==> config.mk <==
export PLATFORM = sky130hd
export DESIGN_NAME = uart_tx_fifo_feeder
export DESIGN_NICKNAME = d
export VERILOG_FILES = /design/src/rtl/uart_tx_fifo_feeder.sv
export SDC_FILE = /design/constraint.sdc
export NUM_CORES = 1
export LEC_CHECK = 0
export BUFFER_PORTS_ARGS = -buffer_cell sky130_fd_sc_hd__buf_4
export CAP_MARGIN = 20
export CORE_ASPECT_RATIO = 2
export CORE_MARGIN = 2
export CORE_UTILIZATION = 53
export DETAILED_ROUTE_END_ITERATION = 10
export GPL_ROUTABILITY_DRIVEN = 0
export HOLD_SLACK_MARGIN = 0.08
export PLACE_DENSITY = 0.79
export SETUP_SLACK_MARGIN = 0.3
export SYNTH_ARGS = -nofsm -noshare
export SYNTH_HDL_FRONTEND = slang
export SYNTH_SLANG_ARGS = --single-unit
==> constraint.sdc <==
create_clock -name CLK -period 1.85 [get_ports CLK]
set_input_delay 0.37 -clock CLK [delete_from_list [all_inputs] [get_ports CLK]]
set_output_delay 0.37 -clock CLK [all_outputs]
set_load 0.1 [all_outputs]
==> src/rtl/uart_tx_fifo_feeder.sv <==
// uart_tx_fifo_feeder
//   Buffers producer bytes in a DEPTH-entry synchronous FIFO. Bytes are handed one at a
//   time to the UART TX frame controller, and the feeder waits for each frame to finish
//   before it sends the next byte.
// Ports:
//   CLK, RST    clock (rising edge), asynchronous active-low reset
//   WR_DATA     producer byte
//   WR_EN       producer write strobe
//   FULL        FIFO holds DEPTH entries (registered)
//   EMPTY       FIFO holds no entries (registered)
//   COUNT       FIFO occupancy (registered)
//   OVF_ERR     1-cycle pulse: a write was dropped because the FIFO was full
//   TMO_ERR     1-cycle pulse: TX busy never rose after a launch
//   P_DATA      byte presented to the TX, held until the next launch
//   Data_valid  1-cycle launch strobe to the TX
//   busy        TX busy flag
module uart_tx_fifo_feeder #(
    parameter int unsigned DATA_WIDTH   = 8,
    parameter int unsigned DEPTH        = 8,
    parameter int unsigned BUSY_TIMEOUT = 15
) (
    input  logic                      CLK,
    input  logic                      RST,
    input  logic [DATA_WIDTH-1:0]     WR_DATA,
    input  logic                      WR_EN,
    output logic                      FULL,
    output logic                      EMPTY,
    output logic [$clog2(DEPTH):0]    COUNT,
    output logic                      OVF_ERR,
    output logic                      TMO_ERR,
    output logic [DATA_WIDTH-1:0]     P_DATA,
    output logic                      Data_valid,
    input  logic                      busy
);

    localparam int unsigned PtrW = $clog2(DEPTH);
    localparam int unsigned CntW = PtrW + 1;
    localparam int unsigned TmoW = $clog2(BUSY_TIMEOUT + 1);
    localparam logic [CntW-1:0] FullCnt = CntW'(DEPTH);
    localparam logic [TmoW-1:0] TmoLast = TmoW'(BUSY_TIMEOUT - 1);

    typedef enum logic [1:0] {
        StIdle,
        StLaunch,
        StWaitBusy,
        StWaitDone
    } state_e;

    state_e                state_q, state_d;
    logic [TmoW-1:0]       tmo_cnt_q, tmo_cnt_d;
    logic                  tmo_d;
    logic                  load_pdata;

    logic [DATA_WIDTH-1:0] mem [DEPTH];
    logic [PtrW-1:0]       wr_ptr_q, rd_ptr_q;
    logic [CntW-1:0]       count_q, count_d;
    logic                  full_q, empty_q;
    logic                  ovf_q, tmo_q;
    logic [DATA_WIDTH-1:0] p_data_q;
    logic                  wr_accept;
    logic                  pop;

    // A write while full is dropped even if a pop frees a slot in the same cycle.
    assign wr_accept = WR_EN && !full_q;
    // The launched byte leaves the FIFO at the end of the launch cycle.
    assign pop       = (state_q == StLaunch);

    always_comb begin
        count_d = count_q;
        if (wr_accept && !pop) begin
            count_d = count_q + 1'b1;
        end else if (!wr_accept && pop) begin
            count_d = count_q - 1'b1;
        end
    end

    // Storage carries no reset: entries are meaningless once the pointers are cleared.
    always_ff @(posedge CLK) begin
        if (wr_accept) begin
            mem[wr_ptr_q] <= WR_DATA;
        end
    end

    always_ff @(posedge CLK or negedge RST) begin
        if (!RST) begin
            wr_ptr_q <= '0;
            rd_ptr_q <= '0;
            count_q  <= '0;
            full_q   <= 1'b0;
            empty_q  <= 1'b1;
            ovf_q    <= 1'b0;
        end else begin
            if (wr_accept) begin
                wr_ptr_q <= wr_ptr_q + 1'b1;
            end
            if (pop) begin
                rd_ptr_q <= rd_ptr_q + 1'b1;
            end
            count_q <= count_d;
            full_q  <= (count_d == FullCnt);
            empty_q <= (count_d == '0);
            ovf_q   <= WR_EN && full_q;
        end
    end

    always_comb begin
        state_d    = state_q;
        tmo_cnt_d  = tmo_cnt_q;
        tmo_d      = 1'b0;
        load_pdata = 1'b0;
        unique case (state_q)
            StIdle: begin
                // Busy high here belongs to someone else's frame; hold off until it clears.
                if (!empty_q && !busy) begin
                    state_d    = StLaunch;
                    load_pdata = 1'b1;
                end
            end
            StLaunch: begin
                state_d   = StWaitBusy;
                tmo_cnt_d = '0;
            end
            StWaitBusy: begin
                // The TX keeps busy low through its start-bit state, so low is not "done".
                if (busy) begin
                    state_d = StWaitDone;
                end else if (tmo_cnt_q == TmoLast) begin
                    state_d = StIdle;
                    tmo_d   = 1'b1;
                end else begin
                    tmo_cnt_d = tmo_cnt_q + 1'b1;
                end
            end
            StWaitDone: begin
                if (!busy) begin
                    state_d = StIdle;
                end
            end
            default: state_d = StIdle;
        endcase
    end

    always_ff @(posedge CLK or negedge RST) begin
        if (!RST) begin
            state_q   <= StIdle;
            tmo_cnt_q <= '0;
            tmo_q     <= 1'b0;
            p_data_q  <= '0;
        end else begin
            state_q   <= state_d;
            tmo_cnt_q <= tmo_cnt_d;
            tmo_q     <= tmo_d;
            if (load_pdata) begin
                p_data_q <= mem[rd_ptr_q];
            end
        end
    end

    assign FULL       = full_q;
    assign EMPTY      = empty_q;
    assign COUNT      = count_q;
    assign OVF_ERR    = ovf_q;
    assign TMO_ERR    = tmo_q;
    assign P_DATA     = p_data_q;
    assign Data_valid = (state_q == StLaunch);

endmodule

==> tab_implementation.tex, run 1 <==
\begin{tabular}{lr}
\hline
Metric & Value \\
\hline
\multicolumn{2}{l}{\textbf{Run status}} \\
Outcome & complete, no violations \\
\multicolumn{2}{l}{\textbf{Cells and area}} \\
NumNets Final & 319 \\
Most frequent standard cell in the layout excluding fill and tap cells & edfxtp\_1 \\
Core utilization of the finished layout & 0.721 \\
Proportion of layout cells with a drive suffix above 1 & 0.431 \\
Ant. Diodes & 0 \\
Area delta synth->final & 32.9\% \\
Commonest non-fill, non-tap cells in the layout & edfxtp\_1 (64), buf\_4 (52), dfrtp\_1 (21), mux4\_2 (16), nand2\_1 (15) \\
\multicolumn{2}{l}{\textbf{GRT}} \\
Number of antenna violations at the first check in global routing & 0 \\
Number of global-route vias before repair & approximately 2,300 \\
First-pass GRT wire length & 11.7 mm \\
GRT Residual Overflow & 0 \\
Gr usage total & 0.213 \\
Maximum number of pins on one net before global-route repair & 29 \\
\multicolumn{2}{l}{\textbf{Routing}} \\
Count of routing violations after the opening detailed-route iteration & 89 \\
Drt via density & $\sim$5.6 \\
Uppermost metal layer occupied by signal nets & met4 \\
Routed metal-1 wirelength & around 2.7 mm \\
Wire length per cell after detailed routing & between 15 and 20 um \\
Overall routed net length & 7.80 mm \\
Sum of met3 wire segment lengths after detailed routing & about 260 um \\
Wire length on met2 & 4.53 mm \\
Count of unresolved DRC violations after routing & 0 \\
Total number of vias & 2,215 \\
Detail Route Antenna Nets & 0 \\
Pre-antenna DRT Iters & 5 \\
\multicolumn{2}{l}{\textbf{Die}} \\
Die height & 123 um \\
Top-Level Pins & 29 \\
Area of the placeable core & 6890 sq um \\
Total Die Area & 7770 sq um \\
Initial Utilization & 0.542 \\
Horizontal die dimension & 63.4 um \\
Std-Cell Rows & 43 \\
\multicolumn{2}{l}{\textbf{Power and ir drop}} \\
Power per cell area & 1850 nW/um\^{}2 \\
Peak supply drop & 1430 uV \\
Static power due to leakage & 1.85 nW \\
\multicolumn{2}{l}{\textbf{Setup path}} \\
CP Max Fanout & 3 \\
Number of cells traversed by the worst register-to-register path & 4 \\
Flop-to-flop setup slack & 160 ps \\
Capture point of the worst reg-to-reg path & FULL \\
Worst Setup End Kind & flip-flop \\
Class of the most critical setup path & flip-flop to flip-flop \\
Critical path required time & 2080 ps \\
Startpoint types & flip-flop \\
Worst EP arrival & 1920 ps \\
Critical register-to-register path startpoint & FULL \\
\multicolumn{2}{l}{\textbf{STA}} \\
Max Transition Viols Final & 0 \\
Slew at the pin closest to its max-slew limit & $\sim$410 ps \\
Period minus WS final & about 1700 ps \\
Fin crit share & 0.914 \\
Sum Neg Setup Slack & 0 ps \\
Worst clock skew & 5.68 ps \\
RSZ-0062 raised after global routing & true \\
Rel. slew slack & 0.728 \\
Tightest hold margin & 265 ps \\
Final hold viol count & 0 \\
Final-report setup violation count & 0 \\
Highest clock rate & between 500 and 600 MHz \\
\multicolumn{2}{l}{\textbf{Synth}} \\
Cell area after synthesis & 3730 sq um \\
Largest cells by area after synthesis & edfxtp\_1 (51\%), dfrtp\_1 (18\%), mux4\_2 (9.7\%) \\
Synthesized netlist net count & 248 \\
Distinct cell type count after synthesis & 40 \\
Warnings, synthesis & 0 \\
Synthesized area divided by synthesized cell count & 16.2 sq um \\
Sequential fraction of the synthesis area & 0.703 \\
Cell count after synthesis & 230 \\
Cell type with the largest total area after synthesis & edfxtp\_1 \\
Top-area cell type share of the netlist area & 0.515 \\
Number of storage elements in the synthesis netlist & 92 \\
\multicolumn{2}{l}{\textbf{CTS}} \\
CTS tree & done \\
Number of levels in the clock H-tree & 3 \\
Later-pin clock latency in the skew report & 340 ps \\
Clock net sink count & 92 \\
CTS Buf Count & 9 \\
Register clock-pin slew on the reported worst setup and hold paths & 60 ps \\
Cell chosen for the clock root & clkbuf\_16 \\
Deepest clock path buffer count & 2 \\
\multicolumn{2}{l}{\textbf{Hold path}} \\
Start point of the worst min-delay path & WR\_DATA[6] \\
Hold Path Stages & 1 \\
Endpoint, Worst Hold & mem[6][6] \\
Class of the tightest hold or removal check & primary input to flip-flop \\
\multicolumn{2}{l}{\textbf{Place}} \\
Half-perimeter wire length of the detailed placement result & 4.52 mm \\
Port Buffer Count & 28 \\
\multicolumn{2}{l}{\textbf{Flow run}} \\
Number of max-cap violations & 0 \\
\hline
\end{tabular}
-- metrics by stage --
step,power [W],instance area [sq um],cells,setup WS [ps]
after floorplan,0.00584,3870,230,27.3
after detailed placement,0.00669,4230,350,50.2
after global routing,0.00956,4960,396,91.0
final,0.00917,4960,396,159
after CTS,0.00883,4810,385,235
after global placement,0.00659,4230,350,119
-- sequential cells by signal, indices dropped and copies added (netlist names) --
register,flops
COUNT,4
EMPTY,1
FULL,1
OVF_ERR,1
P_DATA,8
TMO_ERR,1
mem,64
rd_ptr_q,3
state_q,2
tmo_cnt_q,4
wr_ptr_q,3
-- worst max-delay path, stage by stage (launching register included) --
cell and delay (ps):
dfrtp_4 490, nand2b_4 160, and3_4 190, or3_4 400, a2111oi_4 340
-- cell families (layout without fill, tap and decap cells) --
logic type	after synthesis	count (layout)	synth area share
DFF	92	92	0.703
and+or+nand+nor	64	64	0.0858
muxes	25	25	0.121
AOI/OAI and AO/OA	23	23	0.0382
buffers and inverters	14	90	0.0184
adders and majority gates	6	6	0.0201
xor gates and xnor gates	6	6	0.0141
-- synth_stat cells --
master and instances:
and3_4 1, a2111oi_2 1, buf_6 1, nand3_1 6, nor4_1 1, nor3_1 4, or3_4 1, ha_1 6
mux4_2 16, nand2b_1 5, o211ai_1 1, a21o_1 1, a31oi_1 1, xnor2_1 5, nor4b_1 1, o31ai_1 1
dfstp_2 1, nor4_2 1, clkbuf_1 3, buf_2 4, and3_1 1, inv_2 1, mux2i_1 9, inv_1 4
dfrtp_1 27, nor3_2 1, and2_1 2, o21ai_0 6, o21a_1 1, a221oi_1 1, nor2_1 20, a21oi_1 9
nand4_1 1, a211oi_1 1, edfxtp_1 64, or3_1 2, buf_4 1, nor2b_1 1, xor2_1 1, nand2_1 16
-- what timing repair did --
item,4_1_cts,5_1_grt
hold buffers,1,0
setup buffers,18,11
pin swaps,9,5
setup endpoints to repair,72,77
resized for setup,18,18
endpoints found under the hold margin,27,0
-- metal layers --
metal  GRT usage  up-vias
li1            -     1014
met1       0.220     1128
met2       0.370       50
met3      0.0541       23
met4       0.148        0
met5           0        -
-- power breakdown --
group	switching [W]	internal, W
Sequential	0.000419	0.00273
Combinational	0.00256	0.00172
Clock	0.000694	0.00104
-- worst max path at each step --
stage,end,slack (ps),startpoint,cells after the start
4_1_cts,FULL,230,COUNT[1],4
3_5_place_dp,EMPTY,50,WR_EN,6
3_3_place_gp,FULL,120,WR_EN,6
2_1_floorplan,FULL,30,FULL,5
5_1_grt,FULL,90,FULL,6
6_report,FULL,160,FULL,4
-- cell type report --
| class | count | area, sq um |
|---|---|---|
| Timing Repair Buffer | 69 | 677 |
| Tap cell | 90 | 113 |
| Inverter | 5 | 28.8 |
| Sequential cell | 92 | 2640 |
| Multi-Input combinational cell | 124 | 1230 |
| Clock inverter | 3 | 37.5 |
| Clock buffer | 13 | 240 |
| Fill cell | 459 | 1920 |
No activity file was read; power rests on OpenSTA's default activity.
==> run 2: changes to the inputs <==
==> constraint.sdc (replaced) <==
create_clock -name CLK -period 1.85 [get_ports CLK]
set_input_delay 0 -clock CLK [delete_from_list [all_inputs] [get_ports CLK]]
set_output_delay 0 -clock CLK [all_outputs]
set_load 0.1 [all_outputs]
==> run 2 against run 1 <==
Sequential power about the same. First-iteration DRC count is 10% higher. Highest routed layer unchanged. Largest power group unchanged. Cell count up 0.25%.
==> tab_implementation.tex, run 2 (same netlist as run 1, synthesis figures left out) <==
\begin{tabular}{lr}
\hline
Metric & Value \\
\hline
\multicolumn{2}{l}{\textbf{Run status}} \\
Outcome & complete, no violations (unchanged) \\
\multicolumn{2}{l}{\textbf{STA}} \\
Fin crit share & 0.886 (was 0.914) \\
Worst clock skew & 4.24 ps (was 5.68 ps) \\
Rel. slew slack & 0.743 (was 0.728) \\
Final Worst Setup Slack & 211 ps (was 159 ps) \\
Final hold viol count & 0 (unchanged) \\
Period minus WS final & 1640 ps (was 1690 ps) \\
Highest clock rate & 610 MHz (was 591 MHz) \\
Final-report setup violation count & 0 (unchanged) \\
RSZ-0062 raised after global routing & true (unchanged) \\
Sum Neg Setup Slack & 0 ps (unchanged) \\
Max Transition Viols Final & 0 (unchanged) \\
Slew at the pin closest to its max-slew limit & 386 ps (was 408 ps) \\
\multicolumn{2}{l}{\textbf{Power and ir drop}} \\
Static power due to leakage & 1.83 nW (was 1.85 nW) \\
Peak supply drop & 1460 uV (was 1430 uV) \\
Power per cell area & 1800 nW/um\^{}2 (was 1850 nW/um\^{}2) \\
Power after layout & 0.00883 W (was 0.00917 W) \\
\multicolumn{2}{l}{\textbf{Routing}} \\
Wire length per cell after detailed routing & 19.3 um (was 19.7 um) \\
Detail Route Antenna Nets & 0 (unchanged) \\
Pre-antenna DRT Iters & 4 (was 5) \\
Total number of vias & 2,259 (was 2,215) \\
Drt via density & 5.69 (was 5.59) \\
Overall routed net length & 7.64 mm (was 7.80 mm) \\
Count of unresolved DRC violations after routing & 0 (unchanged) \\
Count of routing violations after the opening detailed-route iteration & 98 (was 89) \\
\multicolumn{2}{l}{\textbf{Setup path}} \\
Critical path required time & 2070 ps (was 2080 ps) \\
CP Max Fanout & 6 (was 3) \\
Critical register-to-register path startpoint & COUNT[0] (was FULL) \\
Number of cells traversed by the worst register-to-register path & 5 (was 4) \\
Worst Setup End Kind & flip-flop (unchanged) \\
Class of the most critical setup path & flip-flop to flip-flop (unchanged) \\
Worst EP arrival & 1860 ps (was 1920 ps) \\
Startpoint types & flip-flop (unchanged) \\
Longest individual stage delay on the worst path & 450 ps (was 490 ps) \\
Worst setup path startpoint & COUNT[0] (was FULL) \\
Flop-to-flop setup slack & 210 ps (was 160 ps) \\
Capture point of the worst reg-to-reg path & FULL (unchanged) \\
Critical-path cell list & inv\_2, ha\_4, and3\_4, or3\_4, a2111oi\_4 (was nand2b\_4, and3\_4, or3\_4, a2111oi\_4) \\
Slowest stage cell, crit path & dfrtp\_4 (unchanged) \\
\multicolumn{2}{l}{\textbf{Cells and area}} \\
NumNets Final & 320 (was 319) \\
Proportion of layout cells with a drive suffix above 1 & 0.407 (was 0.431) \\
Commonest non-fill, non-tap cells in the layout & edfxtp\_1 (64), buf\_4 (51), dfrtp\_1 (20), mux4\_2 (16), nand2\_1 (15) (was edfxtp\_1 (64), buf\_4 (52), dfrtp\_1 (21), mux4\_2 (16), nand2\_1 (15)) \\
Largest register by flop count & mem (unchanged) \\
Area delta synth->final & 31.6\% (was 32.9\%) \\
Ant. Diodes & 0 (unchanged) \\
Largest register FFs & 64 (unchanged) \\
Most frequent standard cell in the layout excluding fill and tap cells & edfxtp\_1 (unchanged) \\
Final-layout fill cell count & 461 (was 459) \\
\multicolumn{2}{l}{\textbf{CTS}} \\
Register clock-pin slew on the reported worst setup and hold paths & 60 ps (about the same) \\
CTS Buf Count & 9 (unchanged) \\
Cell chosen for the clock root & clkbuf\_16 (unchanged) \\
Deepest clock path buffer count & 2 (unchanged) \\
Later-pin clock latency in the skew report & 330 ps (was 340 ps) \\
Number of levels in the clock H-tree & 3 (unchanged) \\
CTS tree & done (unchanged) \\
Clock net sink count & 92 (unchanged) \\
\multicolumn{2}{l}{\textbf{GRT}} \\
GRT Residual Overflow & 0 (unchanged) \\
Number of global-route vias before repair & 2,236 (was 2,296) \\
Gr usage total & 0.207 (was 0.213) \\
Number of antenna violations at the first check in global routing & 0 (unchanged) \\
Maximum number of pins on one net before global-route repair & 29 (unchanged) \\
First-pass GRT wire length & 11.4 mm (was 11.7 mm) \\
\multicolumn{2}{l}{\textbf{Die}} \\
Die height & 123 um (unchanged) \\
Initial Utilization & 0.542 (unchanged) \\
Horizontal die dimension & 63.4 um (unchanged) \\
Top-Level Pins & 29 (unchanged) \\
Total Die Area & 7770 sq um (unchanged) \\
Area of the placeable core & 6890 sq um (unchanged) \\
Std-Cell Rows & 43 (unchanged) \\
\multicolumn{2}{l}{\textbf{Place}} \\
Half-perimeter wire length of the detailed placement result & 4.69 mm (was 4.52 mm) \\
Setup Slack @ Placement & 128 ps (was 50.2 ps) \\
Port Buffer Count & 28 (unchanged) \\
\multicolumn{2}{l}{\textbf{Hold path}} \\
Class of the tightest hold or removal check & primary input to async pin (was primary input to flip-flop) \\
\multicolumn{2}{l}{\textbf{Flow run}} \\
Number of max-cap violations & 0 (unchanged) \\
\hline
\end{tabular}
[run 2: stage by stage]
stage / hold slack (ps) / utilization / instance area (sq um) / std cells
2_1_floorplan: -296 / - / 3870 / 230
3_3_place_gp: -49.5 / 0.614 / 4230 / 351
3_5_place_dp: -47.0 / 0.614 / 4230 / 351
4_1_cts: 135 / 0.687 / 4730 / 385
5_1_grt: 165 / 0.713 / 4910 / 397
6_report: 134 / 0.713 / 4910 / 397
[run 2: layer usage]
metal / share of wire / vias up / routed length [um] / global-route usage
met1: 0.34 / 1159 / 2630 / 0.207
met2: 0.58 / 58 / 4450 / 0.383
met3: 0.030 / 24 / 232 / 0.0486
li1: - / 1018 / - / -
met5: 0 / - / 0 / 0
met4: 0.043 / 0 / 326 / 0.117
[run 2: worst max path at each step]
stage	slack [ps]	end	cells after the start
global route	180	FULL	5
CTS	230	EMPTY	4
finish	210	FULL	5
floorplan	30	FULL	5
global placement	220	EMPTY	6
detailed placement	130	EMPTY	6
[run 2: timing repair]
item                                    in CTS  in global routing
pin swaps                                    3                  6
buffers inserted                             7                 11
resized for setup                           14                 14
hold buffers                                11                  0
gates cloned                                 0                  1
endpoints found under the setup margin      69                 70
hold endpoints to repair                    96                  0
[run 2: power breakdown]
part | internal (W) | switching [W]
sequential | 0.00274 | 0.000400
clock | 0.000936 | 0.000680
combinational | 0.00156 | 0.00252
[run 2: area by class of cell]
cell class                 count  area [sq um]  share of cell area
multi-input combinational    124          1240               0.252
timing repair buffer          70           636               0.129
tap                           90           113              0.0229
inverter                       5          21.3             0.00433
clock inverter                 3          12.5             0.00255
sequential                    92          2640               0.537
clock buffer                  13           250              0.0509
[run 2: critical path: cells and delay by family (launching register included)]
| kind | cells | cell delay (ps) |
|---|---|---|
| AOI/OAI and AO/OA | 1 | 290 |
| adders and majority gates | 1 | 140 |
| buffers and inverters | 1 | 70 |
| DFF | 1 | 450 |
| and+or+nand+nor | 2 | 580 |
